<file path="config.mk">
export PLATFORM = sky130hd
export DESIGN_NAME = swerv_nbload_cam_flat
export DESIGN_NICKNAME = d
export VERILOG_FILES = /design/src/rtl/swerv_nbload_cam_pkg.sv /design/src/rtl/swerv_nbload_cam_if.sv /design/src/rtl/swerv_nbload_cam_entry.sv /design/src/rtl/swerv_nbload_cam.sv /design/src/flat_wrapper.sv
export SDC_FILE = /design/constraint.sdc
export NUM_CORES = 1
export LEC_CHECK = 0
export ABC_AREA = 1
export CORE_UTILIZATION = 50
export CTS_BUF_LIST = sky130_fd_sc_hd__clkbuf_2 sky130_fd_sc_hd__clkbuf_4 sky130_fd_sc_hd__clkbuf_8
export DETAILED_ROUTE_END_ITERATION = 10
export PLACE_DENSITY = 0.75
export SETUP_SLACK_MARGIN = 0.4
export SLEW_MARGIN = 20
export SYNTH_ARGS = -nofsm -noshare
export SYNTH_HDL_FRONTEND = slang
export SYNTH_SLANG_ARGS = --single-unit
</file>
<file path="constraint.sdc">
create_clock -name clk -period 3.4 [get_ports clk]
set_clock_uncertainty 0.15 [all_clocks]
set_input_delay 1.02 -clock clk [delete_from_list [all_inputs] [get_ports clk]]
set_output_delay 1.02 -clock clk [all_outputs]
set_load 0.02 [all_outputs]
</file>
<file path="src/rtl/swerv_nbload_cam_pkg.sv">
// Shared types and constants for the non-blocking load scoreboard.
package swerv_nbload_cam_pkg;

    localparam int RV_LSU_NUM_NBLOAD = 4;
    localparam int NBLOAD_TAG_W      = $clog2(RV_LSU_NUM_NBLOAD);
    localparam int NBLOAD_CNT_W      = NBLOAD_TAG_W + 1;

    localparam logic [1:0] NB_IDLE  = 2'b00;
    localparam logic [1:0] NB_PEND  = 2'b01;
    localparam logic [1:0] NB_STALE = 2'b10;

    typedef struct packed {
        logic [1:0] state;
        logic [4:0] rd;
    } nbload_entry_t;

    // x0 is never written back, so a load targeting it is born STALE.
    function automatic logic [1:0] nb_alloc_state(input logic [4:0] rd);
        return (rd == 5'd0) ? NB_STALE : NB_PEND;
    endfunction

endpackage

</file>
<file path="src/rtl/swerv_nbload_cam_if.sv">
// LSU/decode-facing signal bundle of the NB load scoreboard.
interface swerv_nbload_cam_if
    import swerv_nbload_cam_pkg::*;
#(
    parameter int DEPTH = RV_LSU_NUM_NBLOAD,
    parameter int NWB   = 2
);
    localparam int TAG_W = $clog2(DEPTH);

    logic               alloc_valid;
    logic [4:0]         alloc_rd;
    logic               alloc_ready;
    logic [TAG_W-1:0]   alloc_tag;
    logic               kill_valid;
    logic [TAG_W-1:0]   kill_tag;
    logic               flush;
    logic [NWB-1:0]     ret_valid;
    logic [NWB*TAG_W-1:0] ret_tag;
    logic [NWB-1:0]     ret_err;
    logic [4:0]         chk_rs1;
    logic [4:0]         chk_rs2;
    logic               rs1_pend;
    logic               rs2_pend;
    logic [NWB-1:0]     wb_valid;
    logic [NWB*5-1:0]   wb_rd;
    logic [NWB*TAG_W-1:0] wb_tag;
    logic [NWB-1:0]     wb_err;
    logic [TAG_W:0]     num_busy;
    logic               ret_idle_err;

    modport master (
        output alloc_valid, alloc_rd, kill_valid, kill_tag, flush,
               ret_valid, ret_tag, ret_err, chk_rs1, chk_rs2,
        input  alloc_ready, alloc_tag, rs1_pend, rs2_pend,
               wb_valid, wb_rd, wb_tag, wb_err, num_busy, ret_idle_err
    );

    modport slave (
        input  alloc_valid, alloc_rd, kill_valid, kill_tag, flush,
               ret_valid, ret_tag, ret_err, chk_rs1, chk_rs2,
        output alloc_ready, alloc_tag, rs1_pend, rs2_pend,
               wb_valid, wb_rd, wb_tag, wb_err, num_busy, ret_idle_err
    );

endinterface

</file>
<file path="src/rtl/swerv_nbload_cam_entry.sv">
// One scoreboard entry: state/rd register with alloc > return > stale priority.
module swerv_nbload_cam_entry
    import swerv_nbload_cam_pkg::*;
(
    input  logic          clk,
    input  logic          rst_l,
    input  logic          alloc_hit,
    input  logic [4:0]    alloc_rd,
    input  logic          kill_hit,
    input  logic          ret_hit,
    output nbload_entry_t ent_q
);

    nbload_entry_t ent_d;

    // Return beats kill/flush/supersede: the bus response frees the slot.
    always_comb begin
        ent_d = ent_q;
        if (alloc_hit) begin
            ent_d.state = nb_alloc_state(alloc_rd);
            ent_d.rd    = alloc_rd;
        end else if (ret_hit) begin
            ent_d.state = NB_IDLE;
        end else if (kill_hit && ent_q.state == NB_PEND) begin
            ent_d.state = NB_STALE;
        end
    end

    always_ff @(posedge clk or negedge rst_l) begin
        if (!rst_l) ent_q <= '0;
        else        ent_q <= ent_d;
    end

endmodule

</file>
<file path="src/rtl/swerv_nbload_cam.sv">
// Outstanding non-blocking load scoreboard: tag allocation, rd hazards, writeback.
module swerv_nbload_cam
    import swerv_nbload_cam_pkg::*;
#(
    parameter int DEPTH = RV_LSU_NUM_NBLOAD,
    parameter int NWB   = 2
) (
    input  logic clk,
    input  logic rst_l,
    swerv_nbload_cam_if.slave bus
);

    localparam int TAG_W = $clog2(DEPTH);
    localparam int CNT_W = TAG_W + 1;

    nbload_entry_t        ent [DEPTH];
    logic [DEPTH-1:0]     alloc_hit, kill_hit, ret_hit;
    logic                 any_free, alloc_fire;
    logic [TAG_W-1:0]     free_tag;

    logic [NWB-1:0]       wb_valid_d, wb_valid_q, wb_err_d, wb_err_q;
    logic [NWB*5-1:0]     wb_rd_d, wb_rd_q;
    logic [NWB*TAG_W-1:0] wb_tag_d, wb_tag_q;
    logic [CNT_W-1:0]     busy_d, busy_q;
    logic                 idle_err_d, idle_err_q;

    always_comb begin
        any_free = 1'b0;
        free_tag = '0;
        for (int unsigned i = 0; i < DEPTH; i++) begin
            if (!any_free && ent[i].state == NB_IDLE) begin
                any_free = 1'b1;
                free_tag = TAG_W'(i);
            end
        end
    end

    assign alloc_fire = bus.alloc_valid && any_free;

    always_comb begin
        for (int unsigned i = 0; i < DEPTH; i++) begin
            alloc_hit[i] = alloc_fire && (free_tag == TAG_W'(i));
            kill_hit[i]  = bus.flush
                        || (bus.kill_valid && bus.kill_tag == TAG_W'(i))
                        || (alloc_fire && bus.alloc_rd != 5'd0 && ent[i].rd == bus.alloc_rd);
            ret_hit[i]   = 1'b0;
            for (int unsigned c = 0; c < NWB; c++) begin
                if (bus.ret_valid[c] && bus.ret_tag[c*TAG_W +: TAG_W] == TAG_W'(i))
                    ret_hit[i] = 1'b1;
            end
        end
    end

    for (genvar g = 0; g < DEPTH; g++) begin : g_ent
        swerv_nbload_cam_entry u_ent (
            .clk       (clk),
            .rst_l     (rst_l),
            .alloc_hit (alloc_hit[g]),
            .alloc_rd  (bus.alloc_rd),
            .kill_hit  (kill_hit[g]),
            .ret_hit   (ret_hit[g]),
            .ent_q     (ent[g])
        );
    end

    // Writeback reflects the entry state before this edge's kill/flush.
    always_comb begin
        logic [TAG_W-1:0] rtag;
        logic [1:0]       hst;
        logic [4:0]       hrd;
        logic [CNT_W-1:0] frees;
        wb_valid_d = '0;
        wb_err_d   = '0;
        wb_rd_d    = wb_rd_q;
        wb_tag_d   = wb_tag_q;
        idle_err_d = idle_err_q;
        frees      = '0;
        for (int unsigned c = 0; c < NWB; c++) begin
            rtag = bus.ret_tag[c*TAG_W +: TAG_W];
            hst  = NB_IDLE;
            hrd  = '0;
            for (int unsigned i = 0; i < DEPTH; i++) begin
                if (rtag == TAG_W'(i)) begin
                    hst = ent[i].state;
                    hrd = ent[i].rd;
                end
            end
            if (bus.ret_valid[c]) begin
                wb_rd_d[c*5 +: 5]         = hrd;
                wb_tag_d[c*TAG_W +: TAG_W] = rtag;
                if (hst == NB_PEND) begin
                    wb_valid_d[c] = !bus.ret_err[c];
                    wb_err_d[c]   = bus.ret_err[c];
                end
                if (hst == NB_IDLE) idle_err_d = 1'b1;
                else                frees = frees + CNT_W'(1);
            end
        end
        busy_d = busy_q + CNT_W'(alloc_fire) - frees;
    end

    always_ff @(posedge clk or negedge rst_l) begin
        if (!rst_l) begin
            wb_valid_q <= '0;
            wb_err_q   <= '0;
            wb_rd_q    <= '0;
            wb_tag_q   <= '0;
            busy_q     <= '0;
            idle_err_q <= 1'b0;
        end else begin
            wb_valid_q <= wb_valid_d;
            wb_err_q   <= wb_err_d;
            wb_rd_q    <= wb_rd_d;
            wb_tag_q   <= wb_tag_d;
            busy_q     <= busy_d;
            idle_err_q <= idle_err_d;
        end
    end

    always_comb begin
        bus.rs1_pend = 1'b0;
        bus.rs2_pend = 1'b0;
        for (int unsigned i = 0; i < DEPTH; i++) begin
            if (ent[i].state == NB_PEND && bus.chk_rs1 != 5'd0 && ent[i].rd == bus.chk_rs1)
                bus.rs1_pend = 1'b1;
            if (ent[i].state == NB_PEND && bus.chk_rs2 != 5'd0 && ent[i].rd == bus.chk_rs2)
                bus.rs2_pend = 1'b1;
        end
    end

    assign bus.alloc_ready  = any_free;
    assign bus.alloc_tag    = free_tag;
    assign bus.wb_valid     = wb_valid_q;
    assign bus.wb_err       = wb_err_q;
    assign bus.wb_rd        = wb_rd_q;
    assign bus.wb_tag       = wb_tag_q;
    assign bus.num_busy     = busy_q;
    assign bus.ret_idle_err = idle_err_q;

endmodule

</file>
<file path="src/flat_wrapper.sv">
// flat-port wrapper written by rule: the top's interface ports become plain ports
module swerv_nbload_cam_flat import swerv_nbload_cam_pkg::*;
#(
    parameter int DEPTH = RV_LSU_NUM_NBLOAD,
    parameter int NWB   = 2
)
  (clk, rst_l, bus_alloc_valid, bus_alloc_rd, bus_kill_valid, bus_kill_tag, bus_flush, bus_ret_valid, bus_ret_tag, bus_ret_err, bus_chk_rs1, bus_chk_rs2, bus_alloc_ready, bus_alloc_tag, bus_rs1_pend, bus_rs2_pend, bus_wb_valid, bus_wb_rd, bus_wb_tag, bus_wb_err, bus_num_busy, bus_ret_idle_err);
  swerv_nbload_cam_if #(.DEPTH(DEPTH), .NWB(NWB)) bus_i ();
  input  logic clk;
  input  logic rst_l;
  input wire logic [$bits(bus_i.alloc_valid)-1:0] bus_alloc_valid;
  input wire logic [$bits(bus_i.alloc_rd)-1:0] bus_alloc_rd;
  input wire logic [$bits(bus_i.kill_valid)-1:0] bus_kill_valid;
  input wire logic [$bits(bus_i.kill_tag)-1:0] bus_kill_tag;
  input wire logic [$bits(bus_i.flush)-1:0] bus_flush;
  input wire logic [$bits(bus_i.ret_valid)-1:0] bus_ret_valid;
  input wire logic [$bits(bus_i.ret_tag)-1:0] bus_ret_tag;
  input wire logic [$bits(bus_i.ret_err)-1:0] bus_ret_err;
  input wire logic [$bits(bus_i.chk_rs1)-1:0] bus_chk_rs1;
  input wire logic [$bits(bus_i.chk_rs2)-1:0] bus_chk_rs2;
  output wire logic [$bits(bus_i.alloc_ready)-1:0] bus_alloc_ready;
  output wire logic [$bits(bus_i.alloc_tag)-1:0] bus_alloc_tag;
  output wire logic [$bits(bus_i.rs1_pend)-1:0] bus_rs1_pend;
  output wire logic [$bits(bus_i.rs2_pend)-1:0] bus_rs2_pend;
  output wire logic [$bits(bus_i.wb_valid)-1:0] bus_wb_valid;
  output wire logic [$bits(bus_i.wb_rd)-1:0] bus_wb_rd;
  output wire logic [$bits(bus_i.wb_tag)-1:0] bus_wb_tag;
  output wire logic [$bits(bus_i.wb_err)-1:0] bus_wb_err;
  output wire logic [$bits(bus_i.num_busy)-1:0] bus_num_busy;
  output wire logic [$bits(bus_i.ret_idle_err)-1:0] bus_ret_idle_err;
  assign bus_i.alloc_valid = bus_alloc_valid;
  assign bus_i.alloc_rd = bus_alloc_rd;
  assign bus_i.kill_valid = bus_kill_valid;
  assign bus_i.kill_tag = bus_kill_tag;
  assign bus_i.flush = bus_flush;
  assign bus_i.ret_valid = bus_ret_valid;
  assign bus_i.ret_tag = bus_ret_tag;
  assign bus_i.ret_err = bus_ret_err;
  assign bus_i.chk_rs1 = bus_chk_rs1;
  assign bus_i.chk_rs2 = bus_chk_rs2;
  assign bus_alloc_ready = bus_i.alloc_ready;
  assign bus_alloc_tag = bus_i.alloc_tag;
  assign bus_rs1_pend = bus_i.rs1_pend;
  assign bus_rs2_pend = bus_i.rs2_pend;
  assign bus_wb_valid = bus_i.wb_valid;
  assign bus_wb_rd = bus_i.wb_rd;
  assign bus_wb_tag = bus_i.wb_tag;
  assign bus_wb_err = bus_i.wb_err;
  assign bus_num_busy = bus_i.num_busy;
  assign bus_ret_idle_err = bus_i.ret_idle_err;
  swerv_nbload_cam #(.DEPTH(DEPTH), .NWB(NWB)) u_core (.clk(clk), .rst_l(rst_l), .bus(bus_i));
endmodule
</file>
Word level (Yosys, flattened, before mapping)
Index checks and enable logic that the tools add are counted.
{"block": "op_classes", "n_addsub": 3, "n_mul": 0, "div_mod_pow": 0, "order_cmp": 0, "n_eq_ne": 30, "n_shift": 0, "n_mux": 68, "bitwise_logic": 0, "n_reduce_logical": 76}
{"operator": "$eq 5x5->1", "count": 12}
{"operator": "$mux 2", "count": 23}
{"operator": "$logic_and 1x1->1", "count": 45}
{"operator": "$mux 5", "count": 8}
{"operator": "$mux 1", "count": 34}
{"operator": "$eq 2x1->1 const B", "count": 10}
{"operator": "$logic_not 2->1", "count": 10}
{"operator": "$eq 2x2->1 const B", "count": 8}
{"operator": "$reduce_bool 5->1", "count": 3}
{"operator": "$reduce_bool 3->1", "count": 4}
{"operator": "$mux 3", "count": 3}
{"operator": "$logic_or 1x1->1", "count": 8}
{"operator": "$logic_not 1->1", "count": 5}
{"operator": "$logic_not 5->1", "count": 1}
{"operator": "$add 3x1->3", "count": 1}
{"operator": "$add 3x1->3 const B", "count": 1}
{"operator": "$sub 3x3->3", "count": 1}
{"block": "totals", "register_bits": 50, "latchBits": 0, "ramBits": 0, "rom_bits": 0, "in_bits": 30, "output_inout_bits": 27, "word_cells": 193, "n_memories": 0}

Longest topological paths before layout
{"block": "logic_depth", "depth_word": 19, "ltp_mapped": 15, "depth_no_buf": 15}

Hierarchy
From an unflattened synthesis, not the netlist that was laid out.
{"block": "unflattened", "hier_cells": 592, "hier_area_um2": 3743.6}
{"mod": "swerv_nbload_cam", "instances": 1, "cells_each": 448, "area_each_um2": 2527.4, "seq_area_each_um2": 550.5}
{"mod": "swerv_nbload_cam_entry", "instances": 4, "cells_each": 36, "area_each_um2": 304.0, "seq_area_each_um2": 175.2}

Least setup slack after synthesis
No wires, ideal clock.
{"block": "synth_timing", "kind": "in2reg", "from": "in bus_ret_tag[0]", "to": "reg u_core.busy_q[2], in the netlist u_core.bus.num_busy[2]", "arrival_ps": 3047, "t_required_ps": 3121, "setup_slack_ps": 74, "path_stages": 14, "path_cell_list": "nor2_2 -> nand2_1 -> o21ai_0 -> o22ai_1 -> nor2_1 -> nor2_2 -> ha_1 -> nand2_1 -> nand2_1 -> ha_1 -> inv_1 -> ha_1 -> fa_1 -> xor2_1"}
{"block": "synth_between", "elab_chain_len": 12}
{"element": "start: declaration", "line_no": "flat_wrapper.sv:17", "rtl": "input wire logic [$bits(bus_i.ret_tag)-1:0] bus_ret_tag;"}
{"element": "$logic_not 2->1", "line_no": "swerv_nbload_cam.sv:83", "rtl": "if (rtag == TAG_W'(i)) begin"}
{"element": "$mux 2 (3 in a row)", "line_no": "swerv_nbload_cam.sv:83"}
{"element": "$mux 2 (*)", "line_no": "swerv_nbload_cam.sv:83"}
{"element": "$logic_not 2->1 (*)", "line_no": "swerv_nbload_cam.sv:95", "rtl": "if (hst == NB_IDLE) idle_err_d = 1'b1;"}
{"element": "$mux 1 (*)", "line_no": "swerv_nbload_cam.sv:95"}
{"element": "$mux 3 (*)", "line_no": "swerv_nbload_cam.sv:88", "rtl": "if (bus.ret_valid[c]) begin"}
{"element": "$add 3x1->3", "line_no": "swerv_nbload_cam.sv:96", "rtl": "else frees = frees + CNT_W'(1);"}
{"element": "$mux 3", "line_no": "swerv_nbload_cam.sv:95"}
{"element": "$mux 3 (*)", "line_no": "swerv_nbload_cam.sv:88"}
{"element": "$sub 3x3->3 (*)", "line_no": "swerv_nbload_cam.sv:99", "rtl": "busy_d = busy_q + CNT_W'(alloc_fire) - frees;"}
{"element": "named net u_core.busy_d[2]", "line_no": "swerv_nbload_cam.sv:24", "rtl": "logic [CNT_W-1:0] busy_d, busy_q;"}
{"element": "end signal: assignment", "line_no": "swerv_nbload_cam.sv:115", "rtl": "busy_q <= busy_d;"}
{"element": "end: declaration", "line_no": "swerv_nbload_cam.sv:24"}
The timed path passes the listed nets; every way through them passes the cells marked *.
A chain may end at the register's enable or synchronous reset.

Worst setup path in the final report
{"block": "layout_timing", "from": "in bus_ret_tag[2]", "to": "reg u_core.busy_q[2], in the netlist u_core.bus.num_busy[2]"}
{"block": "layout_between", "elab_chain_len": 9}
{"element": "$logic_not 2->1", "line_no": "swerv_nbload_cam.sv:83"}
{"element": "$mux 2 (3 in a row)", "line_no": "swerv_nbload_cam.sv:83"}
{"element": "$mux 2 (*)", "line_no": "swerv_nbload_cam.sv:83"}
{"element": "$logic_not 2->1 (*)", "line_no": "swerv_nbload_cam.sv:95"}
{"element": "$mux 3 (*)", "line_no": "swerv_nbload_cam.sv:95"}
{"element": "$mux 3 (*)", "line_no": "swerv_nbload_cam.sv:88"}
{"element": "$sub 3x3->3 (*)", "line_no": "swerv_nbload_cam.sv:99"}
{"element": "named net u_core.busy_d[2]", "line_no": "swerv_nbload_cam.sv:24"}
Marked as above.

==> flow_summary.ini <==
[hold_path]
worstHoldPathType = reg2reg

[clock_tree]
clk_latency_ns = 0.30
cts_tree = built
clock-root-buffer = clkbuf_8
cts_buffer_depth = 2
htree_levels = 2
numCtsBuffers = 5
clkSlewWorstSetupHoldPaths_ns = 0.10
cts.sinks = 50
hold_buffers = 0

[power_and_ir_drop]
p_seq_share_pct = 32.7
intPower_mw = 1.847
peakVddDrop_v = 0.0005562
p_switching_mw = 1.733
power.density_nw_per_um2 = 728.6
swShare_pct = 48.40
leakagePower_nw = 2.372
comb_power_share_pct = 56.9
clkPwrFrac_pct = 10.4

[route]
firstDrtPassIters = 5
vias = 3892
drcViolationCount = 0
via_per_inst = 5.624
ant_nets = 0
routed_wl_um = 11670
drtIter0Drc = 356
routedWlPerCell_um = 16.86

[place]
postPlaceCellArea_um2 = 4463
dp_slack_ns = -0.6406
finalWeightedCongestion = 0.9660
dp_hpwl_um = 8541
dp_cells = 673
io_buffers = 56

[timing]
finalMaxSlewViolations = 0
rsz0062_at_grt = true
slew_headroom_pct = 56.47
min_period_ns = 3.130
setup_viol = 0
final-hold-violation-count = 0
fin_crit_sh_pct = 92.05
fin_ws_ns = 0.2701
fmax_mhz = 319.5
worst_pin_slew_ns = 0.6530

[floorplan]
io_pins = 57
rows = 30
die_w_um = 86.53
die-area_um2 = 7487
start_util_pct = 52.29
core_area_um2 = 6832
die_h_um = 86.53

[critical_path]
worstPathRequired_ns = 3.45
crit_fanout = 4
crit_path_start_kind = input pin
path_class = in2reg
cp.arrival_ns = 3.18
end_kind = flip-flop

[synthesis]
yosysSeqAreaShare_pct = 35.03
yosysUniqueCellTypes = 38
avgSynthCellArea_um2 = 7.130
synthCells = 501
synth_area_um2 = 3572
synth-seq-cells = 50
synth_nets = 536
yosysWarnings = 0

[global_route]
grt_use_total_pct = 31.92
grt_overflow_total = 0
antenna_found_initial = 0
grt_pass1_vias = 3548
grt_max_degree = 51
grt_pass1_wl_um = 18110

[finish]
drive_gt1_share_pct = 27.52
utilization_pct = 71.92
syn_to_final_growth_pct = 37.55
fillers = 548
nNetsFinal = 630
stdcell_area_um2 = 4913
stdcell_count = 692
diodes = 0

[run]
maxCapViolCount = 0

[outcome]
status = finished, final reports clean
## kinds of logic (layout without fill, tap and decap cells)
kind of cell    count (synthesis)  after routing  synth area share [%]
flops                          50             50                 35.03
buf+inv                        90            185                 10.23
compound gates                113            113                 19.37
simple gates                  222            222                 28.27
xor+xnor                       21             21                 5.149
fa+ha+maj                       5              5                 1.962
## routing by layer
| layer | vias to the layer above | routed length, um | track usage [%] |
|---|---|---|---|
| li1 | 1836 | - | - |
| met1 | 1801 | 5058 | 45.87 |
| met2 | 219 | 5121 | 47.98 |
| met3 | 36 | 1070 | 6.381 |
| met4 | 0 | 415 | 10.91 |
| met5 | - | 0 | 0 |
## critical path, stage by stage
cell and delay [ns]:
buf_6 0.11, inv_6 0.08, nand2_4 0.07, o22ai_4 0.14, o22ai_2 0.11, nor2_1 0.19, inv_1 0.10, ha_1 0.27
nand2_1 0.06, nand2_1 0.06, ha_1 0.27, inv_1 0.04, ha_2 0.17, fa_2 0.34, xor2_1 0.15
## sequential cells by signal, summed over array words and instances (netlist names)
name / count
u_core.g_ent.u_ent.ent_q: 28
u_core.bus.wb_rd: 10
u_core.bus.wb_tag: 4
u_core.bus.num_busy: 3
u_core.bus.wb_err: 2
u_core.bus.wb_valid: 2
u_core.bus.ret_idle_err: 1
## power groups by stage
stage                     sequential [mW]  clock (mW)  combinational, mW
final                                1.17       0.374               2.04
after global routing                 1.18       0.398               2.23
after CTS                            1.13       0.378               1.92
after detailed placement             1.14           0               1.87
after global placement               1.13           0               1.84
after floorplan                      1.09           0               1.16
## cells in the mapped netlist, drive strengths merged
master / n / share of area [%]
a221oi: 6 / 1.5
a41oi: 3 / 0.74
o22ai: 29 / 5.1
a21oi: 18 / 2.6
o21ai: 51 / 8.2
xor2: 17 / 4.2
nand3: 23 / 4.2
nand2: 139 / 15
ha: 4 / 1.4
buf: 12 / 2.0
o221ai: 2 / 0.49
inv: 73 / 7.7
nand3b: 1 / 0.21
o21bai: 1 / 0.21
nor4: 2 / 0.35
clkinv: 1 / 0.10
fa: 1 / 0.56
a22oi: 1 / 0.21
nand4: 7 / 1.8
nor3: 3 / 0.42
nor2: 47 / 6.4
dfrtp: 50 / 35
xnor2: 4 / 0.98
a31oi: 2 / 0.35
clkbuf: 4 / 0.42
## cell usage in the layout, fill, tap and decap left out, types with 2 or more instances in the layout
master,count
clkbuf_8,6
inv_1,51
xor2_1,15
nor2_1,35
nand4_1,5
clkdlybuf4s50_1,36
inv_4,8
o221ai_1,2
o21ai_0,29
inv_6,3
nor2_2,6
nand3_4,2
nand3_1,19
buf_4,46
nand2_2,6
o21ai_1,11
dfrtp_1,49
buf_6,12
a31oi_1,2
o22ai_2,12
ha_1,3
buf_8,3
nand2_4,2
a21oi_2,10
inv_2,12
nand3_2,2
o22ai_1,16
xnor2_1,3
nor3_1,2
buf_12,2
o21ai_2,11
nor2_4,5
a41oi_1,3
a21oi_1,8
dlygate4sd2_1,3
a221oi_1,5
nand2_1,131
## timing repair
action,in CTS,in global routing
pin swaps,33,26
resized for setup,116,63
gates cloned,0,0
setup buffers,6,5
setup endpoints to repair,8,4
## path summary, 6_finish.rpt
kind,startpoint,to,cells after the start,slack (ns)
setup reg to reg,u_core.g_ent[1].u_ent.ent_q[6]$_DFFE_PN0P_,u_core.bus.num_busy[2]$_DFF_PN0_,14,0.63
setup / recovery,bus_ret_tag[2],u_core.bus.num_busy[2]$_DFF_PN0_,15,0.27
hold / removal,u_core.bus.wb_rd[9]$_DFFE_PN0P_,u_core.bus.wb_rd[9]$_DFFE_PN0P_,2,0.34
min in group asynchronous,rst_l,u_core.bus.wb_tag[3]$_DFFE_PN0P_,2,0.67
max in group asynchronous,rst_l,u_core.g_ent[2].u_ent.ent_q[5]$_DFFE_PN0P_,2,1.95
hold reg to reg,u_core.bus.wb_rd[9]$_DFFE_PN0P_,u_core.bus.wb_rd[9]$_DFFE_PN0P_,2,0.34
## cell type report
cell class | instances | area (um2) | area share (%)
Clock buffer | 7 | 90.09 | 1.833
Clock inverter | 1 | 5.005 | 0.1019
Inverter | 74 | 312.8 | 6.366
Multi-Input combinational cell | 361 | 2176 | 44.28
Sequential cell | 50 | 1252 | 25.49
Tap cell | 96 | 120.1 | 2.445
Timing Repair Buffer | 103 | 957.2 | 19.48
## per-stage QoR
| stage | hold WS [ns] | TNS [ns] | total power, mW |
|---|---|---|---|
| 2_1_floorplan | 0.3280 | 0 | 2.249 |
| 3_3_place_gp | 0.3146 | -2.536 | 2.971 |
| 3_5_place_dp | 0.3222 | -2.599 | 3.009 |
| 4_1_cts | 0.3449 | 0 | 3.431 |
| 5_1_grt | 0.3667 | 0 | 3.810 |
| 6_report | 0.3416 | 0 | 3.580 |
Power figures use the tool's default switching activity.
==> variant 1: new RTL, same flow settings <==
`NWB` is set to 2 in 3 places; all go to 4.
--- a/src/rtl/swerv_nbload_cam_if.sv
+++ b/src/rtl/swerv_nbload_cam_if.sv
@@ -3,7 +3,7 @@
     import swerv_nbload_cam_pkg::*;
 #(
     parameter int DEPTH = RV_LSU_NUM_NBLOAD,
-    parameter int NWB   = 2
+    parameter int NWB   = 4
 );
     localparam int TAG_W = $clog2(DEPTH);
 
--- a/src/rtl/swerv_nbload_cam.sv
+++ b/src/rtl/swerv_nbload_cam.sv
@@ -3,7 +3,7 @@
     import swerv_nbload_cam_pkg::*;
 #(
     parameter int DEPTH = RV_LSU_NUM_NBLOAD,
-    parameter int NWB   = 2
+    parameter int NWB   = 4
 ) (
     input  logic clk,
     input  logic rst_l,
--- a/src/flat_wrapper.sv
+++ b/src/flat_wrapper.sv
@@ -2,7 +2,7 @@
 module swerv_nbload_cam_flat import swerv_nbload_cam_pkg::*;
 #(
     parameter int DEPTH = RV_LSU_NUM_NBLOAD,
-    parameter int NWB   = 2
+    parameter int NWB   = 4
 )
   (clk, rst_l, bus_alloc_valid, bus_alloc_rd, bus_kill_valid, bus_kill_tag, bus_flush, bus_ret_valid, bus_ret_tag, bus_ret_err, bus_chk_rs1, bus_chk_rs2, bus_alloc_ready, bus_alloc_tag, bus_rs1_pend, bus_rs2_pend, bus_wb_valid, bus_wb_rd, bus_wb_tag, bus_wb_err, bus_num_busy, bus_ret_idle_err);
   swerv_nbload_cam_if #(.DEPTH(DEPTH), .NWB(NWB)) bus_i ();
Ports: changed (7 resized); port bits go from 57 to 83. The function was not compared with the original's and may differ.
==> variant 1 against the original RTL <==
The run now ends with negative setup slack left; area after synthesis rose by 33%; power rose by 40%; final area rose by 39%; wire length rose by 51%; largest cell class unchanged; worst setup slack got worse by 0.81 ns; combinational power rose by 41%; largest power group unchanged; utilization rose by 1.9 points; sequential cell count rose by 18.
==> variant 1: results (changes against the original RTL) <==
* Port bufs at 82 (+46%)
* Final setup vio count at 2 (+2)
* Setup WS pre-CTS at -1.55 ns (-0.909 ns)
* Synth Area in XOR/XNOR at 3.49% (-1.7 points)
* Internal power at 2.68 mW (+45%)
* Worst slew pin tran at 0.555 ns (-0.0983 ns)
* First-pass GRT wire length at 28100 µm (+55%)
* Grt met1 use at 48.9% (+3.0 points)
* Post-Syn Nets at 726 (+35%)
* Worst-Skew Late Latency at 0.35 ns (+0.05 ns)
* DP HPWL at 13400 µm (+57%)
* Static leakage at 3.28 nW (+38%)
* Detailed Route WL at 17700 µm (+51%)
* Max VDD drop at 0.529 mV (-4.8%)
* Gp weighted congestion at 0.976 (+1.1%)
* Status: finished, violations left
* Arr. time, crit path at 4.03 ns (+0.85 ns)
* Clk. pwr at 0.705 mW (+89%)
* Met2 Use GR at 59.6% (+12 points)
* Synth cell count leaders: 193 x nand2_1, 87 x inv_1, 68 x dfrtp_1
* Avg Cell Area, Syn at 6.99 µm² (-1.9%)
* Seq pwr at 1.43 mW (+22%)
* Reg2reg setup slack at -0.21 ns (-0.84 ns)
* Reg2Reg Depth at 23 (+9)
* CTS H-tree depth at 3 (+1)
* Failing checks: negative setup slack
* Hold_ws at 0.329 ns (-0.0126 ns)
* CTS resizes at 134 (+16%)
* GR Util All Layers at 37.0% (+5.1 points)
* First DRT Iteration DRCs at 495 (+39%)
* Final worst slack at -0.541 ns (-0.811 ns)
variant 1: changes by cell type in the layout (fill, tap and decap cells not counted), moves of 15 or more:
cell             before  now
o22ai_1              16   33
dfrtp_1              49   68
clkdlybuf4s50_1      36   60
inv_1                51   69
o21ai_0              29   44
nand2_1             131  182
buf_4                46   98
nand3_1              19   36
variant 1: cell families (layout without fill, tap and decap cells):
kind of cell / count (synthesis) / count (layout)
simple gates: 319 / 319
fa+ha+maj: 7 / 7
compound gates: 141 / 141
xor+xnor: 19 / 19
buf+inv: 127 / 296
flops: 68 / 68
variant 1: worst register-to-register path: stages (launching register included):
cell     delay, ns
dfrtp_1       0.45
inv_1         0.13
o22ai_2       0.09
nor2_1        0.13
o21ai_1       0.10
nor2_1        0.13
inv_1         0.09
ha_4          0.27
nand2_4       0.05
nand2_4       0.07
ha_4          0.19
nand2_2       0.06
nand2_1       0.06
ha_1          0.27
o21ai_1       0.07
ha_1          0.29
inv_2         0.04
fa_2          0.35
xnor2_2       0.18
nand4_1       0.11
nand2_1       0.09
nand2_1       0.06
inv_2         0.05
nor2_2        0.03
variant 1: through the flow:
stage,power [mW],setup TNS [ns],cell area (µm²)
2_1_floorplan,2.83,-1.43,4830
3_3_place_gp,4.00,-4.54,6340
3_5_place_dp,4.07,-4.79,6340
4_1_cts,4.87,-0.841,6710
5_1_grt,5.33,-1.18,6820
6_report,5.02,-0.773,6820
variant 1: layout make-up:
class | count | area (µm²)
sequential | 68 | 1700
clock buffer | 11 | 145
inverter | 98 | 390
multi-input combinational | 486 | 2780
clock inverter | 5 | 60.1
tap | 129 | 161
timing repair buffer | 182 | 1580
fill | 733 | 2420
variant 1: per-layer routing:
layer / vias up / routed length (µm)
met5: - / 0
met4: 0 / 513
met3: 58 / 1980
met2: 364 / 8060
met1: 2671 / 7110
li1: 2598 / -
==> variant 2: new RTL, same flow settings <==
Made on the original files. `wb_tag_q` no longer has a reset.
--- a/src/rtl/swerv_nbload_cam.sv
+++ b/src/rtl/swerv_nbload_cam.sv
@@ -104,17 +104,19 @@
             wb_valid_q <= '0;
             wb_err_q   <= '0;
             wb_rd_q    <= '0;
-            wb_tag_q   <= '0;
             busy_q     <= '0;
             idle_err_q <= 1'b0;
         end else begin
             wb_valid_q <= wb_valid_d;
             wb_err_q   <= wb_err_d;
             wb_rd_q    <= wb_rd_d;
-            wb_tag_q   <= wb_tag_d;
             busy_q     <= busy_d;
             idle_err_q <= idle_err_d;
         end
+    end
+
+    always_ff @(posedge clk) begin
+        wb_tag_q <= wb_tag_d;
     end
 
     always_comb begin
Function: changed (a bounded check fails within 4 cycles, from zero or initial values and one cycle with rst_l low).
==> variant 2 against the original RTL <==
Sequential cell count unchanged; critical path depth increased by 2; wire length is 12% higher; worst setup slack worse by 0.11 ns; area after synthesis is 1.8% higher; final area is 3.1% higher; power rose by 5.5%.
==> variant 2: results (changes against the original RTL) <==
* Placed Cells at 665 (-1.2%)
* GR Util All Layers at 34.4% (+2.5 points)
* WL/cell at 18.6 µm (+10%)
* Synth Area in XOR/XNOR at 5.06% (-0.090 points)
* Number of global-route vias before repair at 3936 (+11%)
* Via/cell ratio at 5.82 (+3.5%)
* First DRT Iteration DRCs at 401 (+13%)
* Complex-gate fraction of the synthesized area at 18.1% (-1.2 points)
* Post-Synth Adder-Cell Area at 1.93% (-0.034 points)
* Ratio of cells with drive above 1 in the final layout at 29.2% (+1.6 points)
* Seq/Total Area, Yosys at 35.0% (-0.064 points)
* Slew margin rel. at 60.1% (+3.6 points)
* Avg Cell Area, Syn at 7.19 µm² (+0.78%)
* Crit Reg-Reg Startpoint: u_core.g_ent[1].u_ent.ent_q[5]
* Gp weighted congestion at 0.942 (-2.5%)
* Hold_sp: u_core.bus.wb_rd[5]
* Max VDD drop at 0.308 mV (-45%)
* Post-Syn Nets at 541 (+0.93%)
* Arr. time, crit path at 3.28 ns (+0.10 ns)
* Reg2Reg Depth at 14 (unchanged)
* Num CTS Buffers at 5 (unchanged)
* # diodes at 0 (unchanged)
* Delay-heaviest family, CP: adder cells
* Largest net degree at the start of global routing at 47 (-7.8%)
* Final worst slack at 0.163 ns (-0.107 ns)
* Synth top area cells: dfrtp_1 32%, nand2_1 14%, inv_1 6.1%, o22ai_1 5.3%, xor2_1 4.6%
* NumNets Final at 641 (+1.7%)
* CP Max Fanout at 5 (+1)
* Hold_ws at 0.373 ns (+0.0314 ns)
* First-pass GRT wire length at 19800 µm (+9.2%)
* Synth cell count leaders: 135 x nand2_1, 59 x inv_1, 46 x dfrtp_1
* Count of different cell masters after synthesis at 41 (+7.9%)
* Via count at 4091 (+5.1%)
* DP HPWL at 8490 µm (-0.65%)
* Placed instance area at 4480 µm² (+0.48%)
* Crit path from: bus_ret_tag[2]
* Reg2reg setup slack at 0.57 ns (-0.06 ns)
* Status: finished, final reports clean
* Hold Path Class: register to register
* Static leakage at 2.40 nW (+1.1%)
* Setup WS pre-CTS at -0.634 ns (+0.00623 ns)
* Yosys top cell area share at 31.7% (-3.4 points)
==> variant 2: repair_timing <==
item                                    CTS  global route
pin swaps                                31            21
endpoints found under the setup margin    7             7
cloned                                    0             0
resized for setup                       108            43
buffers inserted                         24             6
==> variant 2: final cells by class <==
type                       instances  area [µm²]
fill                             522        1840
tap                               96         120
clock inverter                     2        38.8
clock buffer                       6        82.6
multi-input combinational        358        2160
sequential                        50        1270
timing repair buffer             119        1100
inverter                          72         289
==> variant 2: per-layer routing <==
layer	part of all wire [%]	routed length, µm	track usage [%]
met2	49	6400	59.5
met3	8.1	1060	5.78
met4	5.3	687	18.5
met1	38	4890	40.6
met5	0	0	0
==> variant 2: worst min-delay path, stage by stage, from the launching register on <==
cell	delay [ns]
dfrtp_1	0.37
nand2_1	0.06
o21ai_0	0.07
==> variant 2: power breakdown <==
| group | internal, mW | switching (mW) | total [mW] |
|---|---|---|---|
| combinational | 0.912 | 1.16 | 2.07 |
| clock | 0.242 | 0.211 | 0.453 |
| sequential | 0.819 | 0.437 | 1.26 |
